--- src/rtl/data_mem_unit.sv ---
// Data-side memory stage: LDR/STR against a small synchronous data RAM and a memory-mapped GPIO register.
// Define GPIO_SYNC_EN to add a 2-flop synchronizer ahead of the gpio_state register.
module data_mem_unit #(
  parameter int RAM_WORDS = 31,
  parameter int GPIO_ADDR = 32
) (
  input  logic        clk,
  input  logic        rst,
  input  logic        valid,
  input  logic [4:0]  uop,
  input  logic [31:0] addr,
  input  logic [31:0] wdata,
  input  logic [31:0] gpio_in,
  output logic [31:0] d_cache,
  output logic [31:0] gpio_state,
  output logic [31:0] gpio_out,
  output logic        stall
);

  localparam int          AW        = (RAM_WORDS > 1) ? $clog2(RAM_WORDS) : 1;
  localparam logic [4:0]  UOP_LDR   = 5'd10;
  localparam logic [4:0]  UOP_STR   = 5'd11;
  localparam logic [31:0] RAM_LIMIT = 32'(RAM_WORDS);
  localparam logic [31:0] GPIO_A    = 32'(GPIO_ADDR);

  typedef enum logic {IDLE, RDATA} state_e;

  state_e         state_q;
  logic [31:0]    d_cache_q;
  logic [31:0]    gpio_out_q;
  logic [31:0]    gpio_state_q;
  logic [31:0]    mem [RAM_WORDS];

  logic           ram_hit, gpio_hit, is_ldr, is_str;
  logic           ld_ram, st_ram, st_gpio;
  logic [AW-1:0]  ram_idx;

  assign ram_hit  = addr < RAM_LIMIT;
  assign gpio_hit = addr == GPIO_A;
  assign is_ldr   = valid && (uop == UOP_LDR);
  assign is_str   = valid && (uop == UOP_STR);
  assign ram_idx  = addr[AW-1:0];

  // Stores presented while the held load completes (RDATA) are dropped.
  assign ld_ram  = is_ldr && ram_hit  && (state_q == IDLE) && !rst;
  assign st_ram  = is_str && ram_hit  && (state_q == IDLE) && !rst;
  assign st_gpio = is_str && gpio_hit && (state_q == IDLE);

  assign stall = ld_ram;

  always_ff @(posedge clk) begin
    if (rst) begin
      state_q    <= IDLE;
      d_cache_q  <= '0;
      gpio_out_q <= '0;
    end else begin
      case (state_q)
        IDLE: begin
          if (ld_ram) begin
            d_cache_q <= mem[ram_idx];
            state_q   <= RDATA;
          end
          if (st_gpio) gpio_out_q <= wdata;
        end
        RDATA:   state_q <= IDLE;
        default: state_q <= IDLE;
      endcase
    end
  end

  // RAM contents are intentionally not reset.
  always_ff @(posedge clk) begin
    if (st_ram) mem[ram_idx] <= wdata;
  end

`ifdef GPIO_SYNC_EN
  logic [31:0] sync1_q, sync2_q;

  always_ff @(posedge clk) begin
    if (rst) begin
      sync1_q      <= '0;
      sync2_q      <= '0;
      gpio_state_q <= '0;
    end else begin
      sync1_q      <= gpio_in;
      sync2_q      <= sync1_q;
      gpio_state_q <= sync2_q;
    end
  end
`else
  always_ff @(posedge clk) begin
    if (rst) gpio_state_q <= '0;
    else     gpio_state_q <= gpio_in;
  end
`endif

  assign d_cache    = d_cache_q;
  assign gpio_out   = gpio_out_q;
  assign gpio_state = gpio_state_q;

endmodule

--- config.mk ---
export PLATFORM = sky130hd
export DESIGN_NAME = data_mem_unit
export DESIGN_NICKNAME = d
export VERILOG_FILES = /design/src/rtl/data_mem_unit.sv
export SDC_FILE = /design/constraint.sdc
export NUM_CORES = 1
export LEC_CHECK = 0
export CORE_MARGIN = 10
export CORE_UTILIZATION = 40
export DETAILED_ROUTE_END_ITERATION = 10
export PLACE_DENSITY = 0.58
export SYNTH_ARGS = -nofsm -noshare
export SYNTH_HDL_FRONTEND = slang
export SYNTH_SLANG_ARGS = --single-unit
export TNS_END_PERCENT = 5
--- constraint.sdc ---
create_clock -name clk -period 5.03 [get_ports clk]
set_input_delay 1.006 -clock clk [delete_from_list [all_inputs] [get_ports clk]]
set_output_delay 1.006 -clock clk [all_outputs]
set_load 0.02 [all_outputs]
==> impl_metrics.xml, run 1 <==
<?xml version="1.0" encoding="UTF-8"?>
<metrics>
  <group name="global_route">
    <metric name="number_of_global_route_vias_before_repair" unit="">22200</metric>
    <metric name="grt_remaining_overflow" unit="">0</metric>
    <metric name="grt_pass1_wl" unit="um">156000</metric>
    <metric name="track_usage" unit="%">18.3</metric>
    <metric name="largest_net_degree_at_the_start_of_global_routing" unit="">130</metric>
    <metric name="grt_antenna_before_repair" unit="">5</metric>
  </group>
  <group name="cells_and_area">
    <metric name="antenna_cells_inserted" unit="">0</metric>
    <metric name="final_cell_area" unit="um^2">49100</metric>
    <metric name="design.final.nets" unit="">2565</metric>
    <metric name="layout.core_utilization" unit="%">48.3</metric>
    <metric name="register_area" unit="um^2">31700</metric>
    <metric name="fillCellCount" unit="">8366</metric>
    <metric name="area.growth.synth_to_final" unit="%">20.0</metric>
    <metric name="ratio_of_cells_with_drive_above_1_in_the_final_layout" unit="%">16.1</metric>
    <metric name="multi_input_logic_area" unit="um^2">8810</metric>
    <metric name="stdcell_count" unit="">3926</metric>
  </group>
  <group name="sta">
    <metric name="fmax" unit="MHz">237</metric>
    <metric name="final.setup.tns" unit="ns">0</metric>
    <metric name="postLayoutSetupSlackWorst" unit="ns">0.818</metric>
    <metric name="finalSetupViolCount" unit="">0</metric>
    <metric name="hold_viol" unit="">0</metric>
    <metric name="report.final.slew_viol_count" unit="">0</metric>
    <metric name="tightest_slew" unit="ns">1.32</metric>
    <metric name="layout_worst_path_cycle_share" unit="%">83.7</metric>
    <metric name="fin_worst_skew" unit="ns">0.0181</metric>
    <metric name="timing.hold.ws" unit="ns">0.496</metric>
    <metric name="finalCriticalPeriod" unit="ns">4.21</metric>
    <metric name="slew_headroom" unit="%">11.6</metric>
    <metric name="grt_setup_unrepaired" unit="">false</metric>
  </group>
  <group name="synthesis">
    <metric name="synth.area.mux_share" unit="%">13.1</metric>
    <metric name="synth-edff-count" unit="">992</metric>
    <metric name="synth_sequential_area_ratio" unit="%">77.5</metric>
    <metric name="synth-main-ff-cell" unit="">sky130_fd_sc_hd__edfxtp_1</metric>
    <metric name="ys.warnings.count" unit="">0</metric>
    <metric name="synth_cell_type_count" unit="">40</metric>
    <metric name="postSynthCellCount" unit="">2169</metric>
    <metric name="synth_area_leader_cell" unit="">sky130_fd_sc_hd__edfxtp_1</metric>
    <metric name="synth_adder_area_share" unit="%">0</metric>
    <metric name="ys_top_cells_by_area" unit="">sky130_fd_sc_hd__edfxtp_1 73%, sky130_fd_sc_hd__mux2i_1 8.0%, sky130_fd_sc_hd__mux4_2 5.1%, sky130_fd_sc_hd__dfxtp_1 4.7%, sky130_fd_sc_hd__o22ai_1 2.0%</metric>
    <metric name="synth.top_cell.area_share" unit="%">72.8</metric>
    <metric name="synthesis.area" unit="um^2">40900</metric>
    <metric name="combinational_family_with_the_most_area_after_synthesis" unit="">multiplexers</metric>
    <metric name="synth-simple-area-share" unit="%">3.35</metric>
    <metric name="synth_seq_cells" unit="">1089</metric>
    <metric name="synth_xor_xnor_area_share" unit="%">0</metric>
    <metric name="synthesis.nets" unit="">2273</metric>
    <metric name="synth_compound_gate_area_share" unit="%">4.48</metric>
    <metric name="synthArstFlopShare" unit="%">0</metric>
    <metric name="syn_area_per_cell" unit="um^2">18.9</metric>
  </group>
  <group name="cts">
    <metric name="numCtsBuffers" unit="">110</metric>
    <metric name="clk_root_buffer_cell" unit="">sky130_fd_sc_hd__clkbuf_16</metric>
    <metric name="h-tree-depth" unit="">3</metric>
    <metric name="clock_insertion_delay_worst_skew" unit="ns">0.69</metric>
    <metric name="post-cts-setup-buffers" unit="">0</metric>
    <metric name="postCtsResizedCells" unit="">0</metric>
    <metric name="post_cts_hold_buffer_count" unit="">0</metric>
    <metric name="clkTransAtPathRegs" unit="ns">0.06</metric>
    <metric name="clock_tree_from_tritoncts" unit="">built</metric>
    <metric name="cts_sinks" unit="">1089</metric>
    <metric name="cts_max_path_buffers" unit="">3</metric>
  </group>
  <group name="setup_path">
    <metric name="criticalPathCategory" unit="">in2out</metric>
    <metric name="timing.critical_path.to_type" unit="">primary output</metric>
    <metric name="cp_slowest_cell" unit="">sky130_fd_sc_hd__clkdlybuf4s50_1</metric>
    <metric name="critPathRequiredTime" unit="ns">4.02</metric>
    <metric name="cp_data_arrival_time" unit="ns">3.21</metric>
    <metric name="worst_path_dominant_cell_family" unit="">buffers and inverters</metric>
    <metric name="crit_buf_inv" unit="">2</metric>
    <metric name="startpoint_type" unit="">input port</metric>
    <metric name="critical_path.cell_chain" unit="">clkdlybuf4s50_1, nor4bb_1, nand4_1, nor4_4, clkdlybuf4s50_1</metric>
    <metric name="critPathMaxStageDelay" unit="ns">0.68</metric>
    <metric name="worstPathMaxFanout" unit="">4</metric>
    <metric name="critical-path-top-cell-by-count" unit="">sky130_fd_sc_hd__clkdlybuf4s50_1</metric>
  </group>
  <group name="routing">
    <metric name="viasPerCell" unit="">5.44</metric>
    <metric name="maxUsedRoutingLayer" unit="">met5</metric>
    <metric name="detail-route-antenna-nets" unit="">0</metric>
    <metric name="routed_wl_per_cell" unit="um">27.3</metric>
    <metric name="route.vias.total" unit="">21400</metric>
    <metric name="dr_pass1_iterations" unit="">5</metric>
    <metric name="met2RoutedLength" unit="um">51800</metric>
    <metric name="wl_met1" unit="um">45500</metric>
    <metric name="met3WireLength" unit="um">7490</metric>
    <metric name="post-route-drc-count" unit="">0</metric>
    <metric name="drt_first_iter_violations" unit="">2064</metric>
    <metric name="finalWirelength" unit="um">107000</metric>
  </group>
  <group name="floorplanning">
    <metric name="placeableCoreArea" unit="um^2">102000</metric>
    <metric name="die_height" unit="um">340</metric>
    <metric name="die_area" unit="um^2">115000</metric>
    <metric name="die_width" unit="um">340</metric>
    <metric name="initial_core_util" unit="%">40.2</metric>
    <metric name="boundaryPins" unit="">201</metric>
    <metric name="fp-row-count" unit="">117</metric>
  </group>
  <group name="placement">
    <metric name="dpl.hpwl" unit="um">64200</metric>
    <metric name="total_cell_area_at_the_placement_stage" unit="um^2">45300</metric>
    <metric name="portBuffers" unit="">200</metric>
    <metric name="pre_cts_slack" unit="ns">0.764</metric>
    <metric name="placedCellCount" unit="">3717</metric>
    <metric name="place.gp.congestion" unit="">0.836</metric>
  </group>
  <group name="power_and_ir_drop">
    <metric name="vdd_ir_drop_max" unit="mV">0.256</metric>
    <metric name="power.density_cell_area" unit="nW/um^2">392</metric>
    <metric name="static-leakage-power" unit="nW">16.2</metric>
    <metric name="post-layout-total-power" unit="mW">19.3</metric>
  </group>
  <group name="job">
    <metric name="cap_viol_max_count" unit="">0</metric>
  </group>
  <group name="hold_path">
    <metric name="path_category_of_the_worst_min_delay_check" unit="">reg2reg</metric>
  </group>
  <group name="outcome">
    <metric name="run_status" unit="">complete, no violations</metric>
  </group>
</metrics>
==> layout by cell type, fill, tap and decap left out, types with 3 or more instances in the layout <==
cell,n
sky130_fd_sc_hd__clkinv_1,15
sky130_fd_sc_hd__nor3_2,4
sky130_fd_sc_hd__nor4_1,35
sky130_fd_sc_hd__buf_12,16
sky130_fd_sc_hd__clkdlybuf4s50_1,196
sky130_fd_sc_hd__mux4_2,92
sky130_fd_sc_hd__or3_1,4
sky130_fd_sc_hd__o21ai_0,32
sky130_fd_sc_hd__inv_6,5
sky130_fd_sc_hd__a311oi_1,32
sky130_fd_sc_hd__a22oi_1,3
sky130_fd_sc_hd__buf_4,90
sky130_fd_sc_hd__nand2_1,39
sky130_fd_sc_hd__nor2_1,95
sky130_fd_sc_hd__a2111oi_0,3
sky130_fd_sc_hd__mux2i_1,328
sky130_fd_sc_hd__clkbuf_1,24
sky130_fd_sc_hd__a22o_1,56
sky130_fd_sc_hd__dfxtp_1,97
sky130_fd_sc_hd__clkbuf_8,16
sky130_fd_sc_hd__nand4b_1,3
sky130_fd_sc_hd__clkinv_2,17
sky130_fd_sc_hd__nor2b_1,35
sky130_fd_sc_hd__bufinv_16,18
sky130_fd_sc_hd__o22ai_1,132
sky130_fd_sc_hd__edfxtp_1,992
sky130_fd_sc_hd__nand3_1,3
sky130_fd_sc_hd__clkbuf_16,110
sky130_fd_sc_hd__nand3b_1,4
sky130_fd_sc_hd__nor2_4,27
==> area by class of cell <==
cell class                 count  area share, %
sequential                  1089           64.6
multi-input combinational    954           17.9
clock buffer                 150           6.24
timing repair buffer         305           6.09
tap                         1368           3.49
clock inverter                59           1.62
inverter                       1        0.00764
==> power by group <==
part           total (mW)  internal, mW  switching (mW)
clock                8.59          5.19            3.41
combinational       0.781         0.306           0.475
sequential           9.88          9.88         0.00363
==> state kept, by name, indices dropped and copies added, names as in the netlist <==
| name | flops |
|---|---|
| d_cache | 32 |
| gpio_state | 32 |
| state_q | 1 |
| gpio_out | 32 |
| mem | 992 |
==> cell families after synthesis <==
kind of cell,Yosys count
and+or+nand+nor,273
buffers and inverters,126
muxes,420
AOI/OAI and AO/OA,261
DFF,1089
==> per-layer routing <==
layer  GRT usage [%]  vias up
li1                -     9407
met1            24.4    11100
met2            30.1      709
met3            4.04      152
met4            4.67        6
met5               0        -
==> Yosys cell counts (all sizes together) (36+ instances only) <==
cell type  number
buf            80
mux2i         328
nor2b          36
nand2          39
o22ai         132
a22o           56
nor4           38
mux4           92
edfxtp        992
clkbuf         45
dfxtp          97
nor2          122
==> final timing paths <==
check	slack [ns]	to	startpoint	depth (start not counted)
worst max-delay path	0.82	stall	valid	5
worst min-delay path	0.50	gpio_out[12]$_SDFFE_PP0P_	gpio_out[12]$_SDFFE_PP0P_	2
worst max register to register	2.04	mem[4][3]$_DFFE_PP_	state_q$_SDFF_PP0_	7
worst min register to register	0.50	gpio_out[12]$_SDFFE_PP0P_	gpio_out[12]$_SDFFE_PP0P_	2
==> worst min-delay path, delay by kind of cell (launching register included) <==
| family | cells | cell delay [ns] |
|---|---|---|
| flops | 1 | 0.32 |
| simple gates | 1 | 0.07 |
| mux | 1 | 0.06 |
Power figures use the tool's default switching activity.
==> run 2: changes to the inputs <==
PLACE_DENSITY = 0.56   (was 0.58)
clock period = 4.3 ns   (was 5.03 ns; I/O delays follow)
==> impl_metrics.xml, run 2 (same netlist as run 1, synthesis figures left out) <==
<?xml version="1.0" encoding="UTF-8"?>
<metrics>
  <group name="cts">
    <metric name="postCtsResizedCells" unit="">0</metric>
    <metric name="clkTransAtPathRegs" unit="ns">0.06</metric>
    <metric name="clk_root_buffer_cell" unit="">sky130_fd_sc_hd__clkbuf_16</metric>
    <metric name="clock_tree_from_tritoncts" unit="">built</metric>
    <metric name="post-cts-setup-buffers" unit="">0</metric>
    <metric name="clock_insertion_delay_worst_skew" unit="ns">0.68</metric>
    <metric name="numCtsBuffers" unit="">110</metric>
    <metric name="cts_sinks" unit="">1089</metric>
    <metric name="post_cts_hold_buffer_count" unit="">0</metric>
    <metric name="cts_max_path_buffers" unit="">3</metric>
    <metric name="h-tree-depth" unit="">3</metric>
  </group>
  <group name="power_and_ir_drop">
    <metric name="vdd_ir_drop_max" unit="mV">0.312</metric>
    <metric name="power.density_cell_area" unit="nW/um^2">445</metric>
    <metric name="static-leakage-power" unit="nW">16.2</metric>
  </group>
  <group name="global_route">
    <metric name="grt_pass1_wl" unit="um">154000</metric>
    <metric name="largest_net_degree_at_the_start_of_global_routing" unit="">135</metric>
    <metric name="grt_antenna_before_repair" unit="">4</metric>
    <metric name="grt_remaining_overflow" unit="">0</metric>
    <metric name="number_of_global_route_vias_before_repair" unit="">21900</metric>
    <metric name="track_usage" unit="%">18.1</metric>
  </group>
  <group name="sta">
    <metric name="grt_setup_unrepaired" unit="">false</metric>
    <metric name="report.final.slew_viol_count" unit="">0</metric>
    <metric name="layout_worst_path_cycle_share" unit="%">90.6</metric>
    <metric name="hold_viol" unit="">0</metric>
    <metric name="slew_headroom" unit="%">7.62</metric>
    <metric name="timing.hold.ws" unit="ns">0.491</metric>
    <metric name="tightest_slew" unit="ns">1.38</metric>
    <metric name="finalCriticalPeriod" unit="ns">3.90</metric>
    <metric name="fin_worst_skew" unit="ns">0.0212</metric>
    <metric name="finalSetupViolCount" unit="">0</metric>
    <metric name="fmax" unit="MHz">257</metric>
  </group>
  <group name="floorplanning">
    <metric name="placeableCoreArea" unit="um^2">102000</metric>
    <metric name="initial_core_util" unit="%">40.2</metric>
    <metric name="die_width" unit="um">340</metric>
    <metric name="die_area" unit="um^2">115000</metric>
    <metric name="fp-row-count" unit="">117</metric>
    <metric name="die_height" unit="um">340</metric>
    <metric name="boundaryPins" unit="">201</metric>
  </group>
  <group name="cells_and_area">
    <metric name="ratio_of_cells_with_drive_above_1_in_the_final_layout" unit="%">16.4</metric>
    <metric name="most-common-layout-cells" unit="">992 x sky130_fd_sc_hd__edfxtp_1, 328 x sky130_fd_sc_hd__mux2i_1, 197 x sky130_fd_sc_hd__clkdlybuf4s50_1</metric>
    <metric name="layout.core_utilization" unit="%">48.5</metric>
    <metric name="largest_reg_flops" unit="">992</metric>
    <metric name="area.growth.synth_to_final" unit="%">20.5</metric>
    <metric name="design.final.nets" unit="">2588</metric>
    <metric name="mostFrequentLayoutCell" unit="">sky130_fd_sc_hd__edfxtp_1</metric>
    <metric name="max_flop_register" unit="">mem</metric>
  </group>
  <group name="routing">
    <metric name="routed_wl_per_cell" unit="um">27.2</metric>
    <metric name="route.vias.total" unit="">21600</metric>
    <metric name="dr_pass1_iterations" unit="">5</metric>
    <metric name="detail-route-antenna-nets" unit="">0</metric>
    <metric name="post-route-drc-count" unit="">0</metric>
    <metric name="drt_first_iter_violations" unit="">1960</metric>
    <metric name="finalWirelength" unit="um">107000</metric>
    <metric name="viasPerCell" unit="">5.48</metric>
  </group>
  <group name="setup_path">
    <metric name="reg2reg_from" unit="">state_q$_SDFF_PP0_</metric>
    <metric name="worstPathMaxFanout" unit="">3</metric>
    <metric name="startpoint_type" unit="">input port</metric>
    <metric name="criticalPathCategory" unit="">in2out</metric>
    <metric name="critPathRequiredTime" unit="ns">3.44</metric>
    <metric name="worstSetupStartpoint" unit="">addr[4]</metric>
    <metric name="timing.critical_path.to_type" unit="">primary output</metric>
    <metric name="cp_data_arrival_time" unit="ns">3.04</metric>
  </group>
  <group name="placement">
    <metric name="portBuffers" unit="">200</metric>
    <metric name="place.gp.congestion" unit="">0.814</metric>
    <metric name="dpl.hpwl" unit="um">63400</metric>
  </group>
  <group name="hold_path">
    <metric name="hold_path.startpoint" unit="">gpio_out[0]$_SDFFE_PP0P_</metric>
    <metric name="path_category_of_the_worst_min_delay_check" unit="">reg2reg</metric>
  </group>
  <group name="outcome">
    <metric name="run_status" unit="">complete, no violations</metric>
  </group>
  <group name="job">
    <metric name="cap_viol_max_count" unit="">0</metric>
  </group>
</metrics>
-- run 2: cell count changes in the layout (fill, tap and decap cells not counted), sizes merged, moves of 2 or more --
| cell | delta |
|---|---|
| buf | +22 |
| bufinv | -6 |
| clkbuf | -17 |
| clkinv | +17 |
| clkinvlp | +5 |
| inv | -2 |
-- run 2: final cells by class --
type,count,area [um^2]
flip-flops and latches,1089,31700
inverters,1,3.75
clock inverters,73,722
well taps,1368,1710
repair buffers,328,3460
clock buffers,133,2860
fillers,8409,52400
diodes,1,2.50
multi-input cells,954,8820
-- run 2: critical path, stage by stage --
cell,delay (ns)
sky130_fd_sc_hd__clkdlybuf4s50_1,0.43
sky130_fd_sc_hd__and3_1,0.20
sky130_fd_sc_hd__a311o_1,0.55
sky130_fd_sc_hd__nor4_4,0.30
sky130_fd_sc_hd__clkdlybuf4s50_1,0.68
-- run 2: final timing paths --
kind	end	slack, ns	depth (start not counted)
setup / recovery	stall	0.40	5
hold reg to reg	gpio_out[0]$_SDFFE_PP0P_	0.49	2
hold / removal	gpio_out[0]$_SDFFE_PP0P_	0.49	2
setup reg to reg	mem[25][14]$_DFFE_PP_	1.61	9
-- run 2: where the power goes --
| part | switching [mW] | internal, mW | total (mW) |
|---|---|---|---|
| combinational | 0.562 | 0.376 | 0.937 |
| sequential | 0.00417 | 11.6 | 11.6 |
| clock | 3.97 | 5.46 | 9.43 |
-- run 2: stage by stage --
step                      setup slack, ns  cells  setup TNS (ns)  power, mW  cell area, um^2
after floorplan                    -0.466   2169          -42.64       12.2            40900
after global placement              0.315   3740               0       12.7            45700
after detailed placement            0.288   3740               0       12.7            45700
after CTS                           0.375   3946               0       22.1            49300
after global routing                0.322   3946               0       22.6            49300
final                               0.402   3947               0       21.9            49300
-- run 2: metal layers --
layer,global-route usage [%],wire (um)
met2,29.3,51300
met1,25.8,47600
met4,4.24,1640
met5,0,0
met3,2.70,6700
